`config.mk`:
```
export PLATFORM = sky130hd
export DESIGN_NAME = psum_drain_flat
export DESIGN_NICKNAME = d
export VERILOG_FILES = /design/src/rtl/psum_drain_if.sv /design/src/rtl/psum_drain.sv /design/src/flat_wrapper.sv
export SDC_FILE = /design/constraint.sdc
export NUM_CORES = 1
export LEC_CHECK = 0
export CORE_ASPECT_RATIO = 1.4
export CORE_MARGIN = 1
export CORE_UTILIZATION = 47
export DETAILED_ROUTE_END_ITERATION = 7
export GPL_TIMING_DRIVEN = 0
export PLACE_DENSITY_LB_ADDON = 0.25
export SYNTH_ARGS = -nofsm -noshare
export SYNTH_HDL_FRONTEND = slang
export SYNTH_SLANG_ARGS = --single-unit
```
`constraint.sdc`:
```
create_clock -name clk -period 2.16 [get_ports clk]
set_input_delay 0.216 -clock clk [delete_from_list [all_inputs] [get_ports clk]]
set_output_delay 0.216 -clock clk [all_outputs]
set_load 0.03 [all_outputs]
```
`src/rtl/psum_drain_if.sv`:
```
// psum_drain_if: control, psum memory read port and output stream of the psum drain engine.
interface psum_drain_if #(
  parameter int col     = 8,
  parameter int psum_bw = 16,
  parameter int addr_w  = 11
);
  logic                     start;
  logic                     relu_en;
  logic                     mem_cen;
  logic [addr_w-1:0]        mem_addr;
  logic [col*psum_bw-1:0]   mem_dout;
  logic [psum_bw-1:0]       out_data;
  logic                     out_valid;
  logic                     out_ready;
  logic                     out_last;
  logic                     busy;
  logic                     done;
  modport slave (
    input  start, relu_en, mem_dout, out_ready,
    output mem_cen, mem_addr, out_data, out_valid, out_last, busy, done
  );
  modport master (
    output start, relu_en, mem_dout, out_ready,
    input  mem_cen, mem_addr, out_data, out_valid, out_last, busy, done
  );
endinterface

```
`src/rtl/psum_drain.sv`:
```
// psum_drain: reads psum rows 0..num_inp-1 and serialises them into psum_bw-bit words on a valid/ready stream.
module psum_drain #(
  parameter int col     = 8,
  parameter int psum_bw = 16,
  parameter int num_inp = 64,
  parameter int addr_w  = 11
) (
  input  logic          clk,
  input  logic          reset,
  psum_drain_if.slave   bus
);
  localparam int WW = col > 1 ? $clog2(col) : 1;
  localparam int RW = addr_w + 1;
  typedef enum logic [1:0] {IDLE, RUN, FLUSH, DONE} state_t;
  state_t                 state_q, state_d;
  logic [RW-1:0]          rd_row_q, rd_row_d, erow_q, erow_d;
  logic [WW-1:0]          widx_q, widx_d;
  logic [addr_w-1:0]      addr_q;
  logic                   relu_q, relu_d, infl_q;
  logic [col*psum_bw-1:0] buf_q [2];
  logic [col*psum_bw-1:0] head;
  logic                   wp_q, rp_q;
  logic [1:0]             cnt_q, cnt_d;
  logic                   valid, issue, xfer, pop, last;
  logic [psum_bw-1:0]     word;
  assign valid = cnt_q != 2'd0;
  // in-flight read counts toward occupancy so the two-entry buffer never overflows
  assign issue = state_q == RUN && rd_row_q < RW'(num_inp) && ({1'b0, cnt_q} + {2'b0, infl_q}) < 3'd2;
  assign xfer  = valid && bus.out_ready;
  assign pop   = xfer && widx_q == WW'(col - 1);
  assign last  = valid && erow_q == RW'(num_inp - 1) && widx_q == WW'(col - 1);
  assign head  = buf_q[rp_q];
  assign word  = head[widx_q*psum_bw +: psum_bw];
  assign cnt_d = cnt_q + {1'b0, infl_q} - {1'b0, pop};
  always_comb begin
    state_d  = state_q;
    rd_row_d = issue ? rd_row_q + 1'b1 : rd_row_q;
    erow_d   = pop ? erow_q + 1'b1 : erow_q;
    widx_d   = xfer ? (pop ? '0 : widx_q + 1'b1) : widx_q;
    relu_d   = relu_q;
    case (state_q)
      IDLE: if (bus.start) begin
        state_d  = RUN;
        rd_row_d = '0;
        erow_d   = '0;
        widx_d   = '0;
        relu_d   = bus.relu_en;
      end
      RUN:   state_d = issue && rd_row_q == RW'(num_inp - 1) ? FLUSH : RUN;
      FLUSH: state_d = last && bus.out_ready ? DONE : FLUSH;
      DONE:  state_d = IDLE;
      default: state_d = IDLE;
    endcase
  end
  always_ff @(posedge clk or negedge reset) begin
    if (!reset) begin
      state_q  <= IDLE;
      rd_row_q <= '0;
      erow_q   <= '0;
      widx_q   <= '0;
      relu_q   <= 1'b0;
      infl_q   <= 1'b0;
      addr_q   <= '0;
      cnt_q    <= '0;
      wp_q     <= 1'b0;
      rp_q     <= 1'b0;
      buf_q[0] <= '0;
      buf_q[1] <= '0;
    end else begin
      state_q  <= state_d;
      rd_row_q <= rd_row_d;
      erow_q   <= erow_d;
      widx_q   <= widx_d;
      relu_q   <= relu_d;
      infl_q   <= issue;
      cnt_q    <= cnt_d;
      if (issue) addr_q <= rd_row_q[addr_w-1:0];
      if (infl_q) begin
        buf_q[wp_q] <= bus.mem_dout;
        wp_q        <= ~wp_q;
      end
      if (pop) rp_q <= ~rp_q;
    end
  end
  assign bus.mem_cen   = ~issue;
  assign bus.mem_addr  = issue ? rd_row_q[addr_w-1:0] : addr_q;
  assign bus.out_valid = valid;
  assign bus.out_data  = valid && !(relu_q && word[psum_bw-1]) ? word : '0;
  assign bus.out_last  = last;
  assign bus.busy      = state_q == RUN || state_q == FLUSH;
  assign bus.done      = state_q == DONE;
endmodule

```
`src/flat_wrapper.sv`:
```
// flat-port wrapper written by rule: the top's interface ports become plain ports
module psum_drain_flat 
#(
  parameter int col     = 8,
  parameter int psum_bw = 16,
  parameter int num_inp = 64,
  parameter int addr_w  = 11
)
  (clk, reset, bus_start, bus_relu_en, bus_mem_dout, bus_out_ready, bus_mem_cen, bus_mem_addr, bus_out_data, bus_out_valid, bus_out_last, bus_busy, bus_done);
  psum_drain_if #(.col(col), .psum_bw(psum_bw), .addr_w(addr_w)) bus_i ();
  input  logic clk;
  input  logic reset;
  input wire logic [$bits(bus_i.start)-1:0] bus_start;
  input wire logic [$bits(bus_i.relu_en)-1:0] bus_relu_en;
  input wire logic [$bits(bus_i.mem_dout)-1:0] bus_mem_dout;
  input wire logic [$bits(bus_i.out_ready)-1:0] bus_out_ready;
  output wire logic [$bits(bus_i.mem_cen)-1:0] bus_mem_cen;
  output wire logic [$bits(bus_i.mem_addr)-1:0] bus_mem_addr;
  output wire logic [$bits(bus_i.out_data)-1:0] bus_out_data;
  output wire logic [$bits(bus_i.out_valid)-1:0] bus_out_valid;
  output wire logic [$bits(bus_i.out_last)-1:0] bus_out_last;
  output wire logic [$bits(bus_i.busy)-1:0] bus_busy;
  output wire logic [$bits(bus_i.done)-1:0] bus_done;
  assign bus_i.start = bus_start;
  assign bus_i.relu_en = bus_relu_en;
  assign bus_i.mem_dout = bus_mem_dout;
  assign bus_i.out_ready = bus_out_ready;
  assign bus_mem_cen = bus_i.mem_cen;
  assign bus_mem_addr = bus_i.mem_addr;
  assign bus_out_data = bus_i.out_data;
  assign bus_out_valid = bus_i.out_valid;
  assign bus_out_last = bus_i.out_last;
  assign bus_busy = bus_i.busy;
  assign bus_done = bus_i.done;
  psum_drain #(.col(col), .psum_bw(psum_bw), .num_inp(num_inp), .addr_w(addr_w)) u_core (.clk(clk), .reset(reset), .bus(bus_i));
endmodule
```
==> run summary <==
The post-route setup TNS came out at -14130 ps. The source-to-sink clock delay at the later pin of the worst-skew pair came out at 560 ps. The post-CTS clock slew at the launch and capture registers of the worst setup and hold paths came out at ~60 ps. The worst hold slack came out at between 200 and 300 ps. The worst-margin pin slew came out at between 600 and 700 ps.

After detailed routing, the average wire length per cell comes to 22.9 µm. The final antenna diode count came out at 0. The max-cap violation count is 0. The run finished, with violations left. The total wire length came out at around 34000 µm. After routing the design area is approximately 18000 µm². The aggregate global-route resource usage is between 20% and 30%. In the final design database the tool counted between 1000 and 1500 nets. The width of the chip came out at roughly 150 µm. The count of endpoints failing hold in the final timing report is 0. The tree is rooted in a sky130_fd_sc_hd__clkbuf_16. The number of DRC markers after the initial detailed-route iteration is 382.

The area of all sequential standard cells is 7560 µm². The pin count of the biggest net entering global routing came out at around 120. The number of placement rows came out at 73.

The first global-routing pass estimated 53200 µm of wire. The type of the tightest min-delay check is input port to flop. The worst setup path is launched from a flop. The total nets after synthesis is between 1000 and 1500. The maximum resistive drop on vdd is between 1 and 1.5 mV.

The floorplan die area is 29600 µm². The count of unresolved DRC violations after routing is 0. For this configuration, the core starts out at a cell density of between 40% and 50%. The routed layout has 8384 vias. Summed over all cells, the static leakage comes to 7.45 nW.

STA puts the critical path data required time at about 1900 ps. The max-slew violation total from the final report is 0. In this run the worst path has a maximum fanout of 8.

The slowest stage of the critical path is the sky130_fd_sc_hd__mux4_2 cell. The number of enable-type register cells in the synthesized netlist came out at 0. The flip-flop cell with the highest count after synthesis is sky130_fd_sc_hd__dfrtp_1. The post-route worst setup slack came out at -791 ps. The maximum single-stage delay on the critical path is 530 ps. Setup repair after global routing could not meet its margin everywhere.

In this run the count of I/O pins placed on the die edge is 165. For hold timing, the worst endpoint is u_core.rd_row_q[6]$_DFF_PN0_. The standard cell core area is 28400 µm². In this run the deepest clock path goes through 3 buffers. The layout overhead on the synthesized area is 31.8%. Summing all placed instances gives a cell area of roughly 16000 µm². The most repeated library cell on the critical path is sky130_fd_sc_hd__buf_12.

The startpoint of the most critical register-to-register path is u_core.widx_q[1]$_DFF_PN0_. The flop and latch count out of synthesis is roughly 300. The fraction of synthesis flops using an asynchronous set or reset pin came out at 100%. The worst setup skew after layout came out at ~18 ps. The final-report setup violation count came out at 29. Static timing analysis puts the maximum clock frequency at between 300 and 400 MHz.

The via count of the first global-routing pass came out at about 9000. The global-route congestion overflow total came out at 0. Dividing the synthesized area by the synthesized cell count gives roughly 16 µm². The CTS H-tree depth came out at 1. The signal on the critical path passes through buf_12 > buf_12 > buf_12 > mux4_2 > mux4_2 > nor3b_4 > buf_6. The worst max-slew margin expressed relative to the limit is roughly 55%. The destination of the worst register-to-register timing path is u_core.cnt_q[1]$_DFF_PN0_. The mean number of vias per cell came out at about 5.6. The first detailed-routing pass ran for 4 iterations. The critical path in this run is classified as flop to primary output. The ratio of cells with drive above 1 in the final layout came out at between 50% and 60%. The area of the multi-input gates is 6180 µm².

Power spread over the standard cell area amounts to around 1700 nW/µm². In this run, distinct cell masters in the synthesized netlist total 42. The final worst-path cycle share came out at 137%. The reg-to-reg setup timing slack is roughly 60 ps. STA classifies the critical path endpoint as a primary output. The total clock buffers created by CTS is 30. The sequential element share of the synthesized area came out at a little under three fifths. The congestion estimate from routability-driven global placement came to slightly below 0.8. TritonCTS built the clock tree. The clock net sink count came out at about 300.

Counting both buffers and inverters, the worst setup path holds a total of 4. The shortest clock period the worst path allows after layout is around 3000 ps. In this run the remaining antenna-violating nets after routing total 0. The cell count after synthesis came out at 860. The filler cell count in the final layout is between 2000 and 2500.

The logic depth of the worst register-to-register path is 11. Data arrives at the worst endpoint at 2740 ps. The worst hold path stage count is 2. In this run the most critical hold path is launched from bus_start. The number of antenna violations at the first check in global routing is 0. Buffers placed on the I/O ports in this run total 164. The checks that failed: negative setup slack. Detailed placement ended at an HPWL of between 20000 and 25000 µm. On the critical path the largest part of the delay comes from multiplexers. The floorplan step set the die height to approximately 200 µm.

OpenSTA, run right after detailed placement, puts the worst setup slack at -1270 ps. In this run the cell area of the synthesized design comes to about 14000 µm². For this run, the number of Yosys warnings is 0.
-- layout by cell type (no fill, tap or decap), types with 3 or more instances in the layout --
| master | instances |
|---|---|
| sky130_fd_sc_hd__buf_2 | 3 |
| sky130_fd_sc_hd__nand4_1 | 3 |
| sky130_fd_sc_hd__buf_4 | 31 |
| sky130_fd_sc_hd__and2_4 | 6 |
| sky130_fd_sc_hd__nor3_1 | 3 |
| sky130_fd_sc_hd__o21ai_0 | 3 |
| sky130_fd_sc_hd__nor3b_4 | 12 |
| sky130_fd_sc_hd__o31ai_1 | 4 |
| sky130_fd_sc_hd__clkinv_2 | 6 |
| sky130_fd_sc_hd__nand2_1 | 10 |
| sky130_fd_sc_hd__clkbuf_16 | 32 |
| sky130_fd_sc_hd__buf_16 | 4 |
| sky130_fd_sc_hd__or3_1 | 5 |
| sky130_fd_sc_hd__a21oi_1 | 7 |
| sky130_fd_sc_hd__clkdlybuf4s50_1 | 131 |
| sky130_fd_sc_hd__a211oi_4 | 3 |
| sky130_fd_sc_hd__clkbuf_1 | 10 |
| sky130_fd_sc_hd__buf_6 | 37 |
| sky130_fd_sc_hd__or4_4 | 3 |
| sky130_fd_sc_hd__inv_1 | 8 |
| sky130_fd_sc_hd__clkbuf_8 | 14 |
| sky130_fd_sc_hd__mux2_2 | 262 |
| sky130_fd_sc_hd__buf_12 | 10 |
| sky130_fd_sc_hd__ha_1 | 6 |
| sky130_fd_sc_hd__nor4b_4 | 3 |
| sky130_fd_sc_hd__nor2_1 | 16 |
| sky130_fd_sc_hd__dfrtp_1 | 300 |
| sky130_fd_sc_hd__xor2_1 | 9 |
| sky130_fd_sc_hd__xnor2_1 | 4 |
| sky130_fd_sc_hd__mux2i_1 | 3 |
| sky130_fd_sc_hd__nand2b_1 | 3 |
| sky130_fd_sc_hd__nor2b_1 | 7 |
| sky130_fd_sc_hd__mux4_2 | 76 |
| sky130_fd_sc_hd__ha_4 | 4 |
| sky130_fd_sc_hd__nand3_1 | 4 |
| sky130_fd_sc_hd__clkbuf_2 | 27 |
-- metal layers --
layer  wire (µm)  track usage (%)  vias to the layer above  part of all wire [%]
li1            -                -                     3676                     -
met1       14000             31.5                     4438                    41
met2       17400             41.6                      207                    51
met3        1550             2.67                       63                   4.5
met4        1320             8.83                        0                   3.8
met5           0                0                        -                     0
-- worst max path at each step --
stage | to | slack, ps | cells after the start | startpoint
3_3_place_gp | u_core.buf_q[186]$_DFFE_PN0P_ | -12120 | 1 | reset
4_1_cts | bus_out_data[11] | -830 | 7 | u_core.rp_q$_DFFE_PN0P_
2_1_floorplan | bus_out_data[10] | -270 | 7 | u_core.rp_q$_DFFE_PN0P_
6_report | bus_out_data[11] | -790 | 7 | u_core.rp_q$_DFFE_PN0P_
3_5_place_dp | bus_out_data[6] | -1270 | 6 | u_core.widx_q[1]$_DFF_PN0_
5_1_grt | bus_out_data[9] | -840 | 7 | u_core.rp_q$_DFFE_PN0P_
-- report_power, final --
group | total (mW) | internal (mW) | switching [mW] | leakage [nW]
Sequential | 9.83 | 8.39 | 1.44 | 3.60
Clock | 5.18 | 3.01 | 2.17 | 0.494
Combinational | 15.5 | 8.67 | 6.86 | 3.35
Total | 30.5 | 20.1 | 10.5 | 7.45
-- flip-flops by register name (all words and copies together), names as in the netlist, named ones only --
name	count
u_core.buf_q	256
u_core.erow_q	12
u_core.cnt_q	2
u_core.relu_q	1
u_core.state_q	1
u_core.addr_q	11
u_core.widx_q	3
u_core.infl_q	1
u_core.rp_q	1
u_core.wp_q	1
u_core.rd_row_q	12
-- synthesized netlist by cell type (2+ instances only) --
master                     instances  area, µm²
sky130_fd_sc_hd__dfrtp_1         302       7560
sky130_fd_sc_hd__mux2_2          263       2960
sky130_fd_sc_hd__mux4_2           76       1710
sky130_fd_sc_hd__clkbuf_1         36        135
sky130_fd_sc_hd__nor2_1           19       71.3
sky130_fd_sc_hd__nor3b_1          16        120
sky130_fd_sc_hd__buf_2            11       55.1
sky130_fd_sc_hd__ha_1             11        138
sky130_fd_sc_hd__inv_1            10       37.5
sky130_fd_sc_hd__nand2_1          10       37.5
sky130_fd_sc_hd__nor2b_1          10       62.6
sky130_fd_sc_hd__a21oi_1           9       45.0
sky130_fd_sc_hd__xor2_1            9       78.8
sky130_fd_sc_hd__and2_1            8       50.1
sky130_fd_sc_hd__nand3_1           6       30.0
sky130_fd_sc_hd__buf_1             5       18.8
sky130_fd_sc_hd__o31ai_1           5       37.5
sky130_fd_sc_hd__or3_1             5       31.3
sky130_fd_sc_hd__xnor2_1           5       43.8
sky130_fd_sc_hd__o21ai_0           4       20.0
sky130_fd_sc_hd__or4_1             4       30.0
sky130_fd_sc_hd__a211oi_1          3       22.5
sky130_fd_sc_hd__buf_6             3       33.8
sky130_fd_sc_hd__mux2i_1           3       30.0
sky130_fd_sc_hd__nand2b_1          3       18.8
sky130_fd_sc_hd__nand4_1           3       18.8
sky130_fd_sc_hd__nor3_1            3       15.0
sky130_fd_sc_hd__nor4b_1           3       26.3
sky130_fd_sc_hd__and3_1            2       12.5
-- cell families after synthesis --
group	after synthesis	synth area share (%)
mux	343	34.7
simple gates	95	4.08
xor+xnor	14	0.903
buf+inv	65	2.06
flops	302	55.7
fa+ha+maj	11	1.01
compound gates	30	1.57
-- final cells by class --
class / instances / area share [%]
flip-flops and latches: 302 / 42.3
multi-input cells: 493 / 34.5
repair buffers: 209 / 12.4
clock buffers: 47 / 5.11
well taps: 375 / 2.62
plain buffers: 52 / 2.45
clock inverters: 8 / 0.427
inverters: 10 / 0.210
-- worst register-to-register path, stage by stage, from the launching register on --
cell                      delay [ps]
sky130_fd_sc_hd__dfrtp_1         400
sky130_fd_sc_hd__buf_6           130
sky130_fd_sc_hd__buf_6           120
sky130_fd_sc_hd__ha_4            160
sky130_fd_sc_hd__ha_4            170
sky130_fd_sc_hd__buf_6           130
sky130_fd_sc_hd__o211a_4         160
sky130_fd_sc_hd__ha_4            270
sky130_fd_sc_hd__inv_2            30
sky130_fd_sc_hd__ha_2            180
sky130_fd_sc_hd__xnor2_2         130
sky130_fd_sc_hd__xnor2_1         120
-- stage by stage --
step | power, mW | instances | utilization [%]
after floorplan | 18.5 | 860 | -
after global placement | 22.6 | 1399 | 55.3
after detailed placement | 23.0 | 1402 | 55.6
after CTS | 30.2 | 1483 | 62.0
after global routing | 32.0 | 1496 | 63.0
final | 30.5 | 1496 | 63.0
-- timing repair --
action / 4_1_cts / 5_1_grt
gates resized for setup: 346 / 65
setup buffers: 21 / 16
gates cloned: 4 / 1
hold buffers: 1 / 0
pin swaps: 10 / 16
endpoints found under the hold margin: 121 / 0
setup endpoints to repair: 191 / 231
(Power assumes the default switching activity.)
